**config.mk**
```make
export PLATFORM = sky130hd
export DESIGN_NAME = my_reset_sequencer
export DESIGN_NICKNAME = d
export VERILOG_FILES = /design/src/rtl/my_tb_pkg.sv /design/src/rtl/my_reset_sync.sv /design/src/rtl/my_reset_sequencer.sv
export SDC_FILE = /design/constraint.sdc
export NUM_CORES = 1
export LEC_CHECK = 0
export ABC_AREA = 1
export CAP_MARGIN = 20
export CELL_PAD_IN_SITES_DETAIL_PLACEMENT = 1
export CELL_PAD_IN_SITES_GLOBAL_PLACEMENT = 1
export CORE_MARGIN = 2
export CORE_UTILIZATION = 46
export CTS_BUF_LIST = sky130_fd_sc_hd__clkbuf_8
export DETAILED_ROUTE_END_ITERATION = 10
export GPL_TIMING_DRIVEN = 0
export PLACE_DENSITY_LB_ADDON = 0.1
export SYNTH_ARGS = -nofsm -noshare
export SYNTH_HDL_FRONTEND = slang
export SYNTH_SLANG_ARGS = --single-unit
```
**constraint.sdc**
```tcl
create_clock -name clk -period 3.45 [get_ports clk]
set_input_delay 0.69 -clock clk [delete_from_list [all_inputs] [get_ports clk]]
set_output_delay 0.69 -clock clk [all_outputs]
set_load 0.05 [all_outputs]
```
**src/rtl/my_tb_pkg.sv**
```systemverilog
// ============================================================================
// Module      : my_tb_pkg
// Description : Shared types and default parameters for the reset sequencer.
// Revision    : 1.0 - initial release
// ============================================================================
`default_nettype none

package my_tb_pkg;

  typedef enum logic [1:0] {
    S_RESET   = 2'd0,
    S_HOLD    = 2'd1,
    S_RELEASE = 2'd2,
    S_DONE    = 2'd3
  } rst_seq_state_e;

  localparam int C_DEF_SYNC_STAGES = 2;
  localparam int C_DEF_HOLD_CYCLES = 16;
  localparam int C_DEF_GAP_CYCLES  = 4;
  localparam int C_DEF_NUM_STAGES  = 3;

endpackage

`default_nettype wire

```
**src/rtl/my_reset_sync.sv**
```systemverilog
// ============================================================================
// Module      : my_reset_sync
// Description : Asynchronous-assert, synchronous-deassert reset synchroniser.
// Revision    : 1.0 - initial release
// ============================================================================
`default_nettype none

module my_reset_sync #(
  parameter int SYNC_STAGES = 2
) (
  input  logic clk,
  input  logic rst,
  output logic rst_sync
);

  logic [SYNC_STAGES-1:0] r_sync;

  always_ff @(posedge clk or posedge rst) begin
    if (rst) begin
      r_sync <= '1;
    end else begin
      r_sync <= {r_sync[SYNC_STAGES-2:0], 1'b0};
    end
  end

  assign rst_sync = r_sync[SYNC_STAGES-1];

endmodule

`default_nettype wire

```
**src/rtl/my_reset_sequencer.sv**
```systemverilog
// ============================================================================
// Module      : my_reset_sequencer
// Description : Synchronises raw reset, holds, then releases reset domains in
//               order with a fixed gap; soft reset replays the sequence.
// Revision    : 1.0 - initial release
// ============================================================================
`default_nettype none

module my_reset_sequencer
  import my_tb_pkg::*;
#(
  parameter int SYNC_STAGES = C_DEF_SYNC_STAGES,
  parameter int HOLD_CYCLES = C_DEF_HOLD_CYCLES,
  parameter int GAP_CYCLES  = C_DEF_GAP_CYCLES,
  parameter int NUM_STAGES  = C_DEF_NUM_STAGES
) (
  input  logic                              clk,
  input  logic                              rst,
  input  logic                              sw_rst_req,
  output logic [NUM_STAGES-1:0]             stage_rst_n,
  output logic                              rst_done,
  output logic                              busy,
  output logic [$clog2(NUM_STAGES+1)-1:0]   cur_stage
);

  localparam int C_CNT_MAX = (HOLD_CYCLES > GAP_CYCLES) ? HOLD_CYCLES : GAP_CYCLES;
  localparam int C_CNT_W   = $clog2(C_CNT_MAX + 1);
  localparam int C_STG_W   = $clog2(NUM_STAGES + 1);

  localparam logic [C_CNT_W-1:0]    C_HOLD_LAST  = C_CNT_W'(HOLD_CYCLES - 1);
  localparam logic [C_CNT_W-1:0]    C_GAP_LAST   = C_CNT_W'(GAP_CYCLES - 1);
  localparam logic [C_CNT_W-1:0]    C_CNT_ONE    = C_CNT_W'(1);
  localparam logic [C_STG_W-1:0]    C_STG_ONE    = C_STG_W'(1);
  localparam logic [C_STG_W-1:0]    C_LAST_STAGE = C_STG_W'(NUM_STAGES - 1);
  localparam logic [NUM_STAGES-1:0] C_LSB        = NUM_STAGES'(1);

  if (SYNC_STAGES < 2 || SYNC_STAGES > 4) begin : g_chk_sync
    $error("SYNC_STAGES must be in 2..4");
  end
  if (HOLD_CYCLES < 1) begin : g_chk_hold
    $error("HOLD_CYCLES must be at least 1");
  end
  if (GAP_CYCLES < 1) begin : g_chk_gap
    $error("GAP_CYCLES must be at least 1");
  end
  if (NUM_STAGES < 1 || NUM_STAGES > 8) begin : g_chk_num
    $error("NUM_STAGES must be in 1..8");
  end

  logic                  w_rst_sync;
  rst_seq_state_e        r_state, w_state;
  logic [C_CNT_W-1:0]    r_cnt, w_cnt;
  logic [NUM_STAGES-1:0] r_stage_rst_n, w_stage_rst_n;
  logic [C_STG_W-1:0]    r_cur_stage, w_cur_stage;
  logic                  r_rst_done, w_rst_done;
  logic                  r_busy, w_busy;

  my_reset_sync #(
    .SYNC_STAGES (SYNC_STAGES)
  ) u_reset_sync (
    .clk      (clk),
    .rst      (rst),
    .rst_sync (w_rst_sync)
  );

  always_ff @(posedge clk or posedge rst) begin
    if (rst) begin
      r_state       <= S_RESET;
      r_cnt         <= '0;
      r_stage_rst_n <= '0;
      r_cur_stage   <= '0;
      r_rst_done    <= 1'b0;
      r_busy        <= 1'b1;
    end else begin
      r_state       <= w_state;
      r_cnt         <= w_cnt;
      r_stage_rst_n <= w_stage_rst_n;
      r_cur_stage   <= w_cur_stage;
      r_rst_done    <= w_rst_done;
      r_busy        <= w_busy;
    end
  end

  always_comb begin
    w_state       = r_state;
    w_cnt         = r_cnt;
    w_stage_rst_n = r_stage_rst_n;
    w_cur_stage   = r_cur_stage;
    w_rst_done    = r_rst_done;
    w_busy        = r_busy;

    case (r_state)
      S_RESET: begin
        if (!w_rst_sync) begin
          w_state = S_HOLD;
          w_cnt   = '0;
        end
      end
      S_HOLD: begin
        if (r_cnt == C_HOLD_LAST) begin
          w_stage_rst_n = (r_stage_rst_n << 1) | C_LSB;
          w_cur_stage   = r_cur_stage + C_STG_ONE;
          w_cnt         = '0;
          if (NUM_STAGES == 1) begin
            w_state    = S_DONE;
            w_rst_done = 1'b1;
            w_busy     = 1'b0;
          end else begin
            w_state = S_RELEASE;
          end
        end else begin
          w_cnt = r_cnt + C_CNT_ONE;
        end
      end
      S_RELEASE: begin
        if (r_cnt == C_GAP_LAST) begin
          // Releases are a thermometer code, so shifting in a 1 frees the next domain.
          w_stage_rst_n = (r_stage_rst_n << 1) | C_LSB;
          w_cur_stage   = r_cur_stage + C_STG_ONE;
          w_cnt         = '0;
          if (r_cur_stage == C_LAST_STAGE) begin
            w_state    = S_DONE;
            w_rst_done = 1'b1;
            w_busy     = 1'b0;
          end
        end else begin
          w_cnt = r_cnt + C_CNT_ONE;
        end
      end
      default: begin
        w_state = S_DONE;
      end
    endcase

    // Soft reset outranks any release due on the same edge.
    if (sw_rst_req && (r_state != S_RESET)) begin
      w_state       = S_HOLD;
      w_cnt         = '0;
      w_stage_rst_n = '0;
      w_cur_stage   = '0;
      w_rst_done    = 1'b0;
      w_busy        = 1'b1;
    end
  end

  assign stage_rst_n = r_stage_rst_n;
  assign rst_done    = r_rst_done;
  assign busy        = r_busy;
  assign cur_stage   = r_cur_stage;

endmodule

`default_nettype wire

```
==> impl_results.md, run 1 <==
* Die Y at 49.9 µm
* Maximum VDD drop at between 400 and 500 µV
* Sum Neg Setup Slack at 0 ns
* Asr flop ratio synth at 100%
* Synth area leader: dfrtp_1
* Sink Count at 16
* Synth top area cells: dfrtp_1, nand2_1, ha_1
* Routed vias/inst at about 5
* CTS Root Cell: clkbuf_8
* Vias in the first global route at approximately 900
* Gr ovfl total at 0
* Placed Cells at approximately 150
* Layout Skew at 0.00268 ns
* IO Port Bufs at 9
* Initial Utilization at 48.9%
* Top-area cell type share of the netlist area at approximately 34%
* Nature of the critical path endpoint: output pin
* CP arrival at between 1.5 and 2 ns
* Antenna Cells at 0
* Achievable frequency at ~440 MHz
* H-tree depth at 1
* Post-synth EDFFs at 0
* Routed len/inst at 13.4 µm
* Post-CTS Resized at 0
* Largest net degree at the start of global routing at 17
* GRT Total Usage at 20.9%
* DRT Wirelength at 2.11 mm
* CP required at between 2 and 3 ns
* Clk_lat worst skew at 0.25 ns
* Status: completed
* Final Slew Violations at 0
* Maximum root-to-sink buffer count at 2
* DP Wirelength at between 1.5 and 2 mm
* Final period utilization at between 60% and 70%
* Buffers & Inverters on Critical Path at 1
* Relative slew slack at between 50% and 60%
* Commonest cells post-synth: nand2_1, inv_1, dfrtp_1
* Max Fanout on Critical Path at 2
* Row cnt at 16
* Critical path's top delay family: buffers and inverters
* Max-cap violations at 0
* Syn nets at between 100 and 150
* TritonCTS buffer count at 3
* FF+latch count, synth at 16
* Setup bufs post-CTS at 0
* I/O pins at 10
* Share of the yosys chip area belonging to registers at around two fifths
* Startpoint types: flip-flop
* Synth warnings at 0
* P_leak at 0.555 nW
* Clock Pin Slew Worst Setup and Hold Paths at ~0.06 ns
* Count leader, synth: nand2_1
* Final Critical Period at around 2.3 ns
* Fill cell total of the finished layout at about 240
* Slowest cell on the critical path: clkdlybuf4s50_1
* WS Path Type: reg -> out
* HP Class: reg -> reg
* Die X at approximately 50 µm
* Routability cong. at 0.736
* Non-Filler Instances at roughly 160
* Mapped Area at approximately 970 µm²
* Crit path cell chain: clkdlybuf4s50_1
* Initial antenna violation count at 0
* Pwr Density at approximately 900 mW/mm²
* Routed via count at between 700 and 800
* Area Growth Syn to Fin at 17.4%
* DRT iter0 DRCs at 3
* Layout Nets at about 140
* ANT nets after route at 0
* Drt pass-1 iters at 4
* Synth Flop Type: dfrtp_1
* Hold-fix buffers, CTS at 0
* Die area at ~0.0025 mm²
* Worst-Margin Slew at about 0.60 ns
* Core Box Area at slightly below 0.002 mm²
* Fraction of layout cells with a size suffix above 1 at 17.7%
* CP max stage delay at roughly 0.80 ns
* DR DRC count at 0
* Endpoints failing setup at 0
* Final hold violation count at 0
* Netlist cell types at 26
* First-pass GRT wire length at 3.97 mm
* Synthesized area per cell at between 8 and 9 µm²
* Cells after Synth at around 120
* RSZ-0062 raised after global routing: no
* TritonCTS clock tree: built
registers in the layout, indices dropped and copies added (netlist names):
name,cells
stage_rst_n,3
rst_done,1
cur_stage,2
busy,1
r_state,2
r_cnt,5
u_reset_sync.r_sync,2
layout make-up:
cell class	count	area, µm²	share of cell area [%]
multi-input combinational	83	494	43.5
clock buffer	3	41.3	3.63
clock inverter	1	3.75	0.330
tap	27	33.8	2.97
sequential	16	404	35.5
timing repair buffer	9	90.1	7.92
inverter	18	70.1	6.16
power breakdown:
group	switching, mW	internal, mW	leakage, nW
clock network	0.0665	0.0790	0.0269
logic	0.397	0.193	0.327
registers	0.0425	0.236	0.202
layer usage:
layer / routed length [µm] / vias up / part of all wire, % / global-route usage (%)
met1: 919 / 378 / 44 / 24.7
li1: - / 388 / - / -
met5: 0 / - / 0 / 0
met3: 37 / 5 / 1.8 / 3.03
met4: 36 / 0 / 1.7 / 6.94
met2: 1110 / 7 / 53 / 38.2
final timing paths:
path	end	slack (ns)	cells past startpoint	startpoint
max	busy	1.18	1	busy$_DFFE_PP1P_
min	u_reset_sync.r_sync[1]$_DFF_PP1_	0.36	0	u_reset_sync.r_sync[0]$_DFF_PP1_
max reg2reg	stage_rst_n[2]$_DFFE_PP0P_	1.82	11	r_cnt[0]$_DFFE_PP0P_
min reg2reg	u_reset_sync.r_sync[1]$_DFF_PP1_	0.36	0	u_reset_sync.r_sync[0]$_DFF_PP1_
max in group asynchronous	r_state[1]$_DFFE_PP0P_	2.24	2	rst
min in group asynchronous	r_cnt[1]$_DFFE_PP0P_	0.81	2	rst
stage by stage:
stage               power [mW]  util (%)  hold slack (ns)  cell area [µm²]  worst slack (ns)
floorplan                0.725         -            0.345              968              2.01
global route              1.10      57.4            0.363             1140              1.15
finish                    1.01      57.4            0.355             1140              1.18
CTS                       1.03      57.4            0.356             1140              1.17
global placement         0.850      55.1            0.346             1090              1.46
detailed placement       0.877      55.1            0.347             1090              1.45
kinds of logic (layout without fill, tap and decap cells):
| kind of cell | after synthesis | in the layout | synth area share (%) |
|---|---|---|---|
| other | 1 | 1 | 0.387 |
| AOI/OAI and AO/OA | 10 | 10 | 6.46 |
| adders and majority gates | 8 | 8 | 10.3 |
| and+or+nand+nor | 63 | 63 | 32.8 |
| muxes | 1 | 1 | 1.03 |
| DFF | 16 | 16 | 41.7 |
| buffers and inverters | 18 | 31 | 7.24 |
cells in the final DEF, fill, tap and decap left out, drive strengths merged:
cell type	n
ha	8
mux2i	1
inv	19
clkdlybuf4s50	9
o21a	1
nand2	40
o21ai	5
nor2	10
a21oi	3
clkbuf	3
dfstp	3
o21bai	1
nand3	10
nand4	1
dfrtp	13
conb	1
nand3b	2
Note: power is estimated with default switching activity, not from simulation.
==> run 2, diff against run 1 <==
CORE_UTILIZATION = 39   (was 46)
clock period = 1.9 ns   (was 3.45 ns; I/O delays follow)
==> impl_results.md, run 2 (synthesis gave the netlist of run 1 again) <==
* ANT nets after route at 0 (unchanged)
* Die area at 0.00290 mm² (+16%)
* Die Y at 53.8 µm (+7.9%)
* Routed via count at 774 (-0.51%)
* Routability cong. at 0.747 (+1.4%)
* Sink Count at 16 (unchanged)
* Finished Cell Area at 0.00115 mm² (+1.1%)
* P_leak at 0.555 nW (about the same)
* Routed vias/inst at 4.84 (-2.4%)
* Max Fanout on Critical Path at 4 (+2)
* Maximum VDD drop at 851 µV (+87%)
* Die X at 53.8 µm (+7.9%)
* Hold_sp: u_reset_sync.r_sync[0]$_DFF_PP1_
* RSZ-0062 raised after global routing: no
* Antenna Cells at 0 (unchanged)
* Most frequent cells in the layout: nand2_1, inv_1, dfrtp_1
* Fraction of layout cells with a size suffix above 1 at 18.5% (+0.77 points)
* IO Port Bufs at 9 (unchanged)
* DR DRC count at 0 (unchanged)
* Largest Register: r_cnt
* Fin util at 47.7% (-9.7 points)
* Row cnt at 18 (+2)
* Total power at 1.88 mW (+86%)
* Critical path's top delay family: buffers and inverters
* Worst-Margin Slew at 0.622 ns (+0.0182 ns)
* Vias in the first global route at 821 (-8.2%)
* GRT Total Usage at 18.2% (-2.7 points)
* Most common cell after layout, fill and taps aside: nand2_1
* Layout Skew at 0.00525 ns (+0.00257 ns)
* CP max stage delay at 0.82 ns (+0.02 ns)
* Worst reg2reg startpoint: r_cnt[0]$_DFFE_PP0P_
* Startpoint types: flip-flop
* Final hold violation count at 0 (unchanged)
* Final period utilization at 96.6%
* Clock Pin Slew Worst Setup and Hold Paths at 0.06 ns (about the same)
* Endpoints failing setup at 0 (unchanged)
* Buffers & Inverters on Critical Path at 1 (unchanged)
* First-pass GRT wire length at 3.62 mm (-8.9%)
* I/O pins at 10 (unchanged)
* WS Path Type: reg -> out
* Setup bufs post-CTS at 0 (unchanged)
* H-tree depth at 1 (unchanged)
* Initial Utilization at 40.2% (-8.7 points)
* Final hold slack at 0.357 ns (+0.00207 ns)
* Int Pwr at 0.963 mW (+90%)
* HP Class: reg -> reg
* Pwr Density at 1640 mW/mm² (+84%)
* Largest net degree at the start of global routing at 17 (unchanged)
* Routed len/inst at 13.2 µm (-1.5%)
* Relative slew slack at 58.5% (-1.2 points)
* Crit path cell chain: clkdlybuf4s50_1
* NetSw at 0.918 mW (+81%)
* Comb power frac at 56.5% (-1.7 points)
* Achievable frequency at between 500 and 600 MHz
* Clk_lat worst skew at 0.26 ns (about the same)
* Clock share of power at 16.6% (+2.3 points)
* CTS Root Cell: clkbuf_8
* Initial antenna violation count at 0 (unchanged)
* TritonCTS clock tree: built
* Sum Neg Setup Slack at 0 ns (unchanged)
* Sw Ratio at 48.8% (-1.1 points)
* Final Critical Period at between 1.5 and 2 ns
* Nature of the critical path endpoint: output pin
* DRT Wirelength at 2.11 mm (+0.33%)
* Slowest cell on the critical path: clkdlybuf4s50_1
* Max FFs per register at 5 (unchanged)
* Status: completed
* Core Box Area at 0.00241 mm² (+22%)
* Area Growth Syn to Fin at 18.7%
* Gr ovfl total at 0 (unchanged)
* CP startpoint: cur_stage[0]$_DFFE_PP0P_
* TritonCTS buffer count at 3 (unchanged)
* Final Slew Violations at 0 (unchanged)
* Layout Nets at 142 (unchanged)
* DP Wirelength at 1.66 mm (+0.85%)
* Reg power frac at 26.9% (-0.6 points)
* CP required at 1.52 ns (-1.24 ns)
* Post-DP Area at 0.00110 mm² (+0.34%)
* Drt pass-1 iters at 4 (unchanged)
* CP arrival at 1.46 ns (-0.12 ns)
* Max-cap violations at 0 (unchanged)
* DRT iter0 DRCs at 5 (+2)
* Maximum root-to-sink buffer count at 2 (unchanged)
-- run 2: worst paths after layout --
check,slack [ns],end,cells past startpoint
worst max-delay path,0.06,cur_stage[0],1
worst min-delay path,0.36,u_reset_sync.r_sync[1]$_DFF_PP1_,0
worst max register to register,0.23,stage_rst_n[1]$_DFFE_PP0P_,11
worst min register to register,0.36,u_reset_sync.r_sync[1]$_DFF_PP1_,0
max in group asynchronous,1.00,r_state[1]$_DFFE_PP0P_,2
min in group asynchronous,0.50,rst_done$_DFFE_PP0P_,2
-- run 2: layout make-up --
| type | instances | area (µm²) |
|---|---|---|
| fill | 295 | 1260 |
| multi-input combinational | 83 | 494 |
| sequential | 16 | 404 |
| timing repair buffer | 9 | 88.8 |
| inverter | 18 | 70.1 |
| clock buffer | 4 | 55.1 |
| tap | 30 | 37.5 |
-- run 2: metrics by stage --
step	instances	worst slack, ns
global route	160	0.0104
global placement	156	0.213
floorplan	117	0.463
finish	160	0.0644
detailed placement	156	0.211
CTS	160	0.0502
-- run 2: repair_timing --
item | in CTS | in global routing
hold endpoints to repair | 0 | 0
gates resized for setup | 1 | 0
setup endpoints to repair | 1 | 0
hold buffers | 0 | 0
-- run 2: power groups by stage --
stage               registers [mW]  clock network, mW  logic [mW]
finish                       0.505              0.312        1.06
global route                 0.520              0.337        1.19
CTS                          0.506              0.326        1.09
detailed placement           0.512                  0        1.07
global placement             0.509                  0        1.05
floorplan                    0.645                  0       0.672
-- run 2: layer usage --
layer | GRT usage [%] | routed length (µm) | vias up
met2 | 31.9 | 1110 | 7
met1 | 20.5 | 919 | 371
met4 | 10.3 | 51 | 0
met3 | 3.33 | 34 | 5
li1 | - | - | 391
met5 | 0 | 0 | -
==> edit, RTL diff (settings of run 2) <==
Make the reset (`rst`) synchronous in 2 clocked blocks. Comments in the files are not updated.
--- a/src/rtl/my_reset_sync.sv
+++ b/src/rtl/my_reset_sync.sv
@@ -17,3 +17,3 @@
 
-  always_ff @(posedge clk or posedge rst) begin
+  always_ff @(posedge clk) begin
     if (rst) begin
--- a/src/rtl/my_reset_sequencer.sv
+++ b/src/rtl/my_reset_sequencer.sv
@@ -65,3 +65,3 @@
 
-  always_ff @(posedge clk or posedge rst) begin
+  always_ff @(posedge clk) begin
     if (rst) begin
Function: same outputs for any inputs over 10 cycles, from zero or initial values and one cycle with rst high; that may be too few to reach the edited logic, so the function may still have changed.
==> edit against run 2 <==
- die area down 6.3%
- largest power group unchanged
- routed wire length fell by 10%
- utilization is 1.9 points higher
- setup slack better by 0.024 ns
- global-route usage fell by 0.51 points
- power down 4.3%
- largest cell class unchanged
- synthesized area shrank 6.8%
- design area down 5.4%
- critical endpoint is now stage_rst_n[0]
- sequential share of layout area is 5.7 points lower
- sequential cell count did not move
==> edit: results (changes against run 2) <==
[worst_setup_path]
r2r-end=stage_rst_n[2]
r2r_cells=10  ; -1
r2r-start=r_cnt[0]
cp_max_fo=3  ; -1

[final_layout]
drive_above_1_share_pct=14.5  ; -4.0 points
fill_cells=284  ; -3.7%
final_net_count=145  ; +2.1%

[logic_synthesis]
synth.area.top_cells=dfxtp_1 (36%), ha_1 (14%), inv_1 (7.9%)
syn_nets=131  ; +2.3%
async_flop_share_pct=0  ; -100 points
ys_seq_area_share_pct=35.5  ; -6.2 points
synth.distinct_cells=23  ; -12%

[global_route]
grt_max_degree=10  ; -7
grt_first_pass_wirelength_um=3400  ; -5.9%
gr-usage-all-layers_pct=17.7  ; -0.51 points

[hold_path]
min_delay_worst_endpoint=u_reset_sync.r_sync[1]
holdCritStartpoint=u_reset_sync.r_sync[0]
hold_depth=1  ; +1

[place]
dpl.hpwl_um=1480  ; -11%
gp_routability_congestion=0.770  ; +3.1%

[power_and_ir_drop]
total_leakage_power_nw=0.478  ; -14%
ir_drop_v=0.000977  ; +15%

[clock_tree]
post_cts_resize_count=0  ; -1

[status]
status=finished clean

[sta]
skew_ns=0.000779  ; -0.00447 ns
worst_pin_slew_ns=0.505  ; -0.118 ns

[detailed_routing]
wire_per_inst_um=12.0  ; -9.5%

-- edit: cell count changes after synthesis, moves of 5 or more --
cell     delta
a21oi_1     +6
nand2_1    -14
dfrtp_1    -13
nor2_1     +10
dfxtp_1    +16
inv_1       +5
nand3_1     -5
-- edit: stage by stage --
stage          hold slack (ns)  std cells  area, um2  utilization (%)  worst slack (ns)
2_1_floorplan            0.389        118        902                -             0.399
3_3_place_gp             0.395        155       1030             46.9             0.139
3_5_place_dp             0.398        155       1030             46.9            0.0711
4_1_cts                  0.419        159       1080             49.4            0.0463
5_1_grt                  0.440        159       1090             49.6            0.0238
6_report                 0.414        159       1090             49.6            0.0889
-- edit: worst max-delay path by stage --
stage,end,cells past startpoint
after floorplan,stage_rst_n[1],10
after global placement,r_cnt[3],6
after detailed placement,r_cnt[3],6
after CTS,cur_stage[0],1
after global routing,stage_rst_n[0],10
final,stage_rst_n[0],1
-- edit: cell type report --
type                    count  area share [%]
repair buffers              9            8.52
multi-input cells          79            45.1
inverters                  22            7.59
clock buffers               4            5.06
plain buffers               1            1.04
well taps                  28            3.22
flip-flops and latches     16            29.5
-- edit: layer usage --
| metal | routed length [um] | up-vias | track usage (%) |
|---|---|---|---|
| li1 | - | 391 | - |
| met1 | 955 | 349 | 23.2 |
| met2 | 871 | 9 | 27.2 |
| met3 | 29 | 5 | 2.59 |
| met4 | 45 | 0 | 10.5 |
| met5 | 0 | - | 0 |
-- edit: cells by family (layout without fill, tap and decap cells) --
logic type,after synthesis,after routing,synth area share (%)
and+or+nand+nor,54,54,30.1
buffers and inverters,23,36,10.4
DFF,16,16,35.5
AOI/OAI and AO/OA,15,15,10.1
adders and majority gates,10,10,13.9
-- edit: where the power goes --
group / internal (mW) / switching, mW / total (mW)
registers: 0.416 / 0.0633 / 0.479
logic: 0.349 / 0.662 / 1.01
clock network: 0.184 / 0.125 / 0.309
total: 0.949 / 0.851 / 1.80
